==> src/rtl/ahb_timer_slave.sv <==
// ----------------------------------------------------------------------------
// ahb_timer_slave
//   AHB-Lite slave wrapping a 32-bit prescaled timer with compare-match
//   interrupt. Four word registers decoded on HADDR[3:2]:
//     0 CTRL    [0] EN, [1] IRQ_EN, [2] ONESHOT, [31:16] PRESC
//     1 COMPARE match value
//     2 COUNT   running counter
//     3 STATUS  [0] MATCH, write-1-to-clear
//   Any accepted transfer with HADDR[7:4] != 0 gets a two-cycle ERROR.
//
// Ports
//   Clk, Rst            clock, asynchronous active-high reset
//   HSEL, HADDR, HTRANS, HWRITE, HWDATA   AHB slave inputs
//   HRDATA, HREADY, HRESP                 AHB slave outputs
//   irq                 registered level interrupt (MATCH & IRQ_EN)
//
// ADDR_W must be at least 9.
// ----------------------------------------------------------------------------
module ahb_timer_slave #(
    parameter int unsigned ADDR_W      = 32,
    parameter logic [31:0] RST_COMPARE = 32'hFFFF_FFFF
) (
    input  logic              Clk,
    input  logic              Rst,
    input  logic              HSEL,
    input  logic [ADDR_W-1:0] HADDR,
    input  logic [1:0]        HTRANS,
    input  logic              HWRITE,
    input  logic [31:0]       HWDATA,
    output logic [31:0]       HRDATA,
    output logic              HREADY,
    output logic              HRESP,
    output logic              irq
);

    localparam logic [1:0] REG_CTRL    = 2'd0;
    localparam logic [1:0] REG_COMPARE = 2'd1;
    localparam logic [1:0] REG_COUNT   = 2'd2;
    localparam logic [1:0] REG_STATUS  = 2'd3;

    typedef enum logic [1:0] {
        ST_OKAY = 2'd0,
        ST_ERR1 = 2'd1,
        ST_ERR2 = 2'd2
    } resp_state_t;

    resp_state_t r_state;
    resp_state_t w_state_nxt;

    // Timer registers
    logic        r_en;
    logic        r_irq_en;
    logic        r_oneshot;
    logic [15:0] r_presc;
    logic [15:0] r_presc_cnt;
    logic [31:0] r_compare;
    logic [31:0] r_count;
    logic        r_match;

    // Pending OKAY data phase
    logic        r_dp_valid;
    logic        r_dp_write;
    logic [1:0]  r_dp_reg;

    // Combinational
    logic        w_ready;
    logic        w_accept;
    logic        w_addr_err;
    logic        w_wr;
    logic        w_wr_ctrl;
    logic        w_wr_compare;
    logic        w_wr_count;
    logic        w_wr_status;
    logic        w_tick;
    logic        w_match_set;
    logic        w_en_nxt;
    logic        w_irq_en_nxt;
    logic        w_oneshot_nxt;
    logic [15:0] w_presc_nxt;
    logic [15:0] w_presc_cnt_nxt;
    logic [31:0] w_compare_nxt;
    logic [31:0] w_count_nxt;
    logic        w_match_nxt;
    logic [31:0] w_rdata_nxt;
    logic        w_load_rdata;
    logic        w_unused_bits;

    function automatic logic [31:0] reg_mux(
        input logic [1:0]  sel,
        input logic        en,
        input logic        irq_en,
        input logic        oneshot,
        input logic [15:0] presc,
        input logic [31:0] compare,
        input logic [31:0] count,
        input logic        match
    );
        logic [31:0] v;
        v = '0;
        case (sel)
            REG_CTRL:    v = {presc, 13'd0, oneshot, irq_en, en};
            REG_COMPARE: v = compare;
            REG_COUNT:   v = count;
            default:     v = {31'd0, match};
        endcase
        return v;
    endfunction

    // ------------------------------------------------------------------
    // Bus handshake
    // ------------------------------------------------------------------
    always_comb begin
        w_ready       = (r_state != ST_ERR1);
        w_accept      = w_ready & HSEL & HTRANS[1];
        w_addr_err    = (HADDR[7:4] != 4'h0);
        w_unused_bits = ^{HADDR[ADDR_W-1:8], HADDR[1:0], HTRANS[0]};
    end

    always_comb begin
        w_state_nxt = r_state;
        HREADY      = 1'b1;
        HRESP       = 1'b0;
        case (r_state)
            ST_OKAY: begin
                if (w_accept && w_addr_err) w_state_nxt = ST_ERR1;
            end
            ST_ERR1: begin
                HREADY      = 1'b0;
                HRESP       = 1'b1;
                w_state_nxt = ST_ERR2;
            end
            ST_ERR2: begin
                HRESP       = 1'b1;
                w_state_nxt = (w_accept && w_addr_err) ? ST_ERR1 : ST_OKAY;
            end
            default: w_state_nxt = ST_OKAY;
        endcase
    end

    always_ff @(posedge Clk or posedge Rst) begin
        if (Rst) r_state <= ST_OKAY;
        else     r_state <= w_state_nxt;
    end

    // ------------------------------------------------------------------
    // Register next-state: bus write, prescaler, counter, match
    // ------------------------------------------------------------------
    always_comb begin
        w_wr         = r_dp_valid & r_dp_write;
        w_wr_ctrl    = w_wr & (r_dp_reg == REG_CTRL);
        w_wr_compare = w_wr & (r_dp_reg == REG_COMPARE);
        w_wr_count   = w_wr & (r_dp_reg == REG_COUNT);
        w_wr_status  = w_wr & (r_dp_reg == REG_STATUS);

        w_tick      = r_en & (r_presc_cnt == r_presc);
        // A bus write to COUNT suppresses match evaluation for that tick.
        w_match_set = w_tick & ~w_wr_count & (r_count == r_compare);

        w_en_nxt      = r_en;
        w_irq_en_nxt  = r_irq_en;
        w_oneshot_nxt = r_oneshot;
        w_presc_nxt   = r_presc;
        if (w_wr_ctrl) begin
            w_en_nxt      = HWDATA[0];
            w_irq_en_nxt  = HWDATA[1];
            w_oneshot_nxt = HWDATA[2];
            w_presc_nxt   = HWDATA[31:16];
        end else if (w_match_set && r_oneshot) begin
            w_en_nxt = 1'b0;
        end

        if (!r_en || w_wr_ctrl || w_tick) w_presc_cnt_nxt = '0;
        else                              w_presc_cnt_nxt = r_presc_cnt + 16'd1;

        w_compare_nxt = w_wr_compare ? HWDATA : r_compare;

        w_count_nxt = r_count;
        if (w_wr_count)  w_count_nxt = HWDATA;
        else if (w_tick) w_count_nxt = (r_count == r_compare) ? '0 : r_count + 32'd1;

        // Set has priority over write-1-to-clear.
        w_match_nxt = r_match;
        if (w_match_set)                   w_match_nxt = 1'b1;
        else if (w_wr_status && HWDATA[0]) w_match_nxt = 1'b0;
    end

    // Read data: a read following a write to the same register sees the
    // value that write commits at this same edge.
    always_comb begin
        w_load_rdata = w_accept & (w_addr_err | ~HWRITE);
        if (w_addr_err)
            w_rdata_nxt = '0;
        else if (w_wr && (r_dp_reg == HADDR[3:2]))
            w_rdata_nxt = reg_mux(HADDR[3:2], w_en_nxt, w_irq_en_nxt, w_oneshot_nxt,
                                  w_presc_nxt, w_compare_nxt, w_count_nxt, w_match_nxt);
        else
            w_rdata_nxt = reg_mux(HADDR[3:2], r_en, r_irq_en, r_oneshot,
                                  r_presc, r_compare, r_count, r_match);
    end

    always_ff @(posedge Clk or posedge Rst) begin
        if (Rst) begin
            r_en        <= 1'b0;
            r_irq_en    <= 1'b0;
            r_oneshot   <= 1'b0;
            r_presc     <= '0;
            r_presc_cnt <= '0;
            r_compare   <= RST_COMPARE;
            r_count     <= '0;
            r_match     <= 1'b0;
            r_dp_valid  <= 1'b0;
            r_dp_write  <= 1'b0;
            r_dp_reg    <= '0;
            HRDATA      <= '0;
            irq         <= 1'b0;
        end else begin
            r_en        <= w_en_nxt;
            r_irq_en    <= w_irq_en_nxt;
            r_oneshot   <= w_oneshot_nxt;
            r_presc     <= w_presc_nxt;
            r_presc_cnt <= w_presc_cnt_nxt;
            r_compare   <= w_compare_nxt;
            r_count     <= w_count_nxt;
            r_match     <= w_match_nxt;
            r_dp_valid  <= w_accept & ~w_addr_err;
            r_dp_write  <= w_accept & HWRITE;
            r_dp_reg    <= HADDR[3:2];
            if (w_load_rdata) HRDATA <= w_rdata_nxt;
            irq         <= r_match & r_irq_en;
        end
    end

endmodule

==> config.mk <==
export PLATFORM = sky130hd
export DESIGN_NAME = ahb_timer_slave
export DESIGN_NICKNAME = d
export VERILOG_FILES = /design/src/rtl/ahb_timer_slave.sv
export SDC_FILE = /design/constraint.sdc
export NUM_CORES = 1
export LEC_CHECK = 0
export CELL_PAD_IN_SITES_DETAIL_PLACEMENT = 1
export CELL_PAD_IN_SITES_GLOBAL_PLACEMENT = 1
export CORE_AREA = 3 3 150 152
export DETAILED_ROUTE_END_ITERATION = 6
export DIE_AREA = 0 0 153 155
export GPL_TIMING_DRIVEN = 0
export MAX_ROUTING_LAYER = met4
export PLACE_DENSITY_LB_ADDON = 0.12
export SLEW_MARGIN = 5
export SYNTH_ARGS = -nofsm -noshare
export SYNTH_HDL_FRONTEND = slang
export SYNTH_SLANG_ARGS = --single-unit
==> constraint.sdc <==
create_clock -name Clk -period 5.37 [get_ports Clk]
set_clock_uncertainty 0.05 [all_clocks]
set_input_delay 1.611 -clock Clk [delete_from_list [all_inputs] [get_ports Clk]]
set_output_delay 1.611 -clock Clk [all_outputs]
set_load 0.03 [all_outputs]
==> impl_metrics.env <==
export IMPL_dieWidth_um=153
export IMPL_nets=1042
export IMPL_grt_total_usage_pct=28.07
export IMPL_rsz0062_at_grt="no"
export IMPL_clk_path_buf_depth=2
export IMPL_drtPass1Iterations=5
export IMPL_postCtsHoldBufs=0
export IMPL_clock_latency_ps=430
export IMPL_crit_arrival_ps=4990
export IMPL_clk_transition_reported_paths_ps=60
export IMPL_synthCells=869
export IMPL_core_area_um2=21150
export IMPL_synth_cell_area_um2=8280
export IMPL_yosysMostFrequentCell="dfrtp_1"
export IMPL_r2r_slack_ps=1880
export IMPL_finalSetupViolCount=0
export IMPL_min_period_over_period_pct=87.23
export IMPL_antenna_found_initial=1
export IMPL_wl_mm=32.31
export IMPL_synthAdderAreaFrac_pct=0.9066
export IMPL_cp_required_ps=5670
export IMPL_drc_errors=0
export IMPL_slew_violations=0
export IMPL_synthDistinctLibCells=66
export IMPL_ys_warnings_count=0
export IMPL_synth_compound_area_share_pct=17.20
export IMPL_cp_start_kind="input port"
export IMPL_clock_sinks=139
export IMPL_crit_chain="clkdlybuf4s50_1 > clkbuf_1 > clkbuf_1 > a21oi_1 > clkbuf_1 > a22oi_1 > a21oi_1"
export IMPL_synth_edf_count=0
export IMPL_timing_fmax_ghz=0.2135
export IMPL_async_flop_share_pct=100.0
export IMPL_place_congestion=0.9710
export IMPL_ant_nets=0
export IMPL_h_tree_depth=4
export IMPL_num_vias=7688
export IMPL_crit_buf_inv=4
export IMPL_synth_top_family_by_area="compound AO/OA/AOI/OAI gates"
export IMPL_timing_rr_end="HRDATA[18]"
export IMPL_cp_top_family="buffers and inverters"
export IMPL_drt_iter0_drc=617
export IMPL_holdWs_ps=429.1
export IMPL_synth_xor_xnor_area_share_pct=8.779
export IMPL_r2r_start="r_state[1]"
export IMPL_cts_tree="yes"
export IMPL_ir_drop_mv=0.1844
export IMPL_io_buffers=77
export IMPL_syn_nets=945
export IMPL_io_pins=105
export IMPL_start_util_pct=39.14
export IMPL_yosys_area_share_simple_pct=16.46
export IMPL_overflow=0
export IMPL_grt_pass1_wl_mm=49.25
export IMPL_tightest_slew_ps=1208
export IMPL_powerDensity_nw_per_um2=276.5
export IMPL_hold_depth=2
export IMPL_worstHoldEndpoint="HRDATA[8]"
export IMPL_critPathCaptureType="flop"
export IMPL_grt_pass1_vias=7935
export IMPL_die_height_um=155
export IMPL_critPathMostFrequentCell="clkbuf_1"
export IMPL_rows=53
export IMPL_leakagePower_nw=3.916
export IMPL_netlist_top_cells_area="dfrtp_1, dfstp_2, xnor2_1, mux2_2, nand2_1"
export IMPL_crit_type="input port to flop"
export IMPL_wl_per_cell_um=25.74
export IMPL_slowest_delay_ps=1060
export IMPL_cp_depth=7
export IMPL_post_cts_resized=0
export IMPL_synthFlopType="dfrtp_1"
export IMPL_cts_buffers_inserted=17
export IMPL_die_area_um2=23720
export IMPL_period_minus_slack_ps=4684
export IMPL_post_cts_buffers=0
export IMPL_relSlewSlack_pct=19.49
export IMPL_yosys_area_top_type="dfrtp_1"
export IMPL_syn_to_final_growth_pct=21.21
export IMPL_syn_area_per_cell_um2=9.529
export IMPL_maxCapViolations=0
export IMPL_grt_start_max_net_pins=93
export IMPL_hold_path_class="flop to flop"
export IMPL_status="completed"
export IMPL_ys_ff_latch=139
export IMPL_holdCritStartpoint="HRDATA[8]"
export IMPL_finalHoldViolCount=0
export IMPL_cp_slowest_cell="a21oi_1"
export IMPL_synth_common_cells="dfrtp_1, nand2_1, xnor2_1"
export IMPL_synth_top_area_share_pct=32.34
export IMPL_dp_final_hpwl_mm=23.32
export IMPL_vias_per_cell=6.126
export IMPL_largestRegisters="HRDATA: 32 flops, r_compare: 32 flops, r_count: 32 flops"
export IMPL_reg2regPathDepth=10
export IMPL_ys_seq_area_share_pct=42.49
export IMPL_total_power_mw=2.775
export IMPL_drive_gt1_share_pct=13.18
export IMPL_cts_root_buffer="clkbuf_16"
export IMPL_cp_max_fo=10
export IMPL_synthMuxAreaShare_pct=10.03
==> routing by layer <==
metal | routed length [um] | part of all wire [%] | global-route usage (%)
met5 | 0 | 0 | -
met4 | 879 | 2.7 | 9.037
met3 | 2402 | 7.4 | 5.953
met2 | 14490 | 45 | 42.15
met1 | 14540 | 45 | 38.23
==> worst reg2reg max path, stage by stage (launching register included) <==
cell and delay [ps]:
dfrtp_1 400, inv_1 80, ha_1 190, nand3b_1 250, nand2b_1 210, inv_1 100
nand2_1 130, a21oi_1 950, clkbuf_1 730, a22oi_1 150, a21oi_1 180
==> cells by family after synthesis <==
| group | count (synthesis) |
|---|---|
| and+or+nand+nor | 274 |
| AOI/OAI and AO/OA | 207 |
| DFF | 139 |
| buffers and inverters | 84 |
| xor gates and xnor gates | 83 |
| muxes | 76 |
| adders and majority gates | 6 |
==> layout make-up <==
cell class                      count  area, um^2
Timing Repair Buffer               78       798.3
Clock inverter                     11       143.9
Clock buffer                       21       460.4
Tap cell                          275       344.1
Antenna cell                        1       2.502
Inverter                           19       78.83
Sequential cell                   139        3518
Fill cell                        2402       11120
Buffer                             65       271.5
Multi-Input combinational cell    646        4419
==> through the flow <==
stage | area (um^2) | TNS (ps) | setup slack [ps] | utilization [%] | cells
final | 10040 | 0 | 685.5 | 47.45 | 1255
after global routing | 10040 | 0 | 504.3 | 47.45 | 1255
after CTS | 10030 | 0 | 755.6 | 47.44 | 1254
after detailed placement | 9430 | 0 | 324.8 | 44.58 | 1222
after global placement | 9395 | -280480 | -2403 | 44.41 | 1221
after floorplan | 8280 | 0 | 37.44 | - | 869
==> report_power, final <==
part	switching [mW]	internal, mW
Clock	0.490	0.754
Combinational	0.247	0.149
Sequential	0.0402	1.09
Total	0.777	2.00
==> placed cells by master (no fill, tap or decap), types with 23 or more instances in the layout <==
cell / Yosys / final
dfrtp_1: 107 / 107
nand2_1: 91 / 91
clkdlybuf4s50_1: 0 / 77
xnor2_1: 69 / 69
nor2_1: 53 / 53
clkbuf_1: 50 / 52
mux2_2: 46 / 46
a21oi_1: 45 / 45
o21ai_0: 35 / 35
dfstp_2: 32 / 32
mux2i_1: 29 / 29
nand4_1: 27 / 27
nand3_1: 23 / 23
==> worst max-delay path by stage <==
stage,end,slack (ps),start
2_1_floorplan,HRDATA[0],40,Rst
3_3_place_gp,r_presc[15],-2400,Rst
3_5_place_dp,HRDATA[31],320,HADDR[3]
4_1_cts,HRDATA[18],760,HADDR[3]
5_1_grt,HRDATA[25],500,HADDR[5]
6_report,HRDATA[18],690,HADDR[3]
Power figures use the tool's default switching activity.
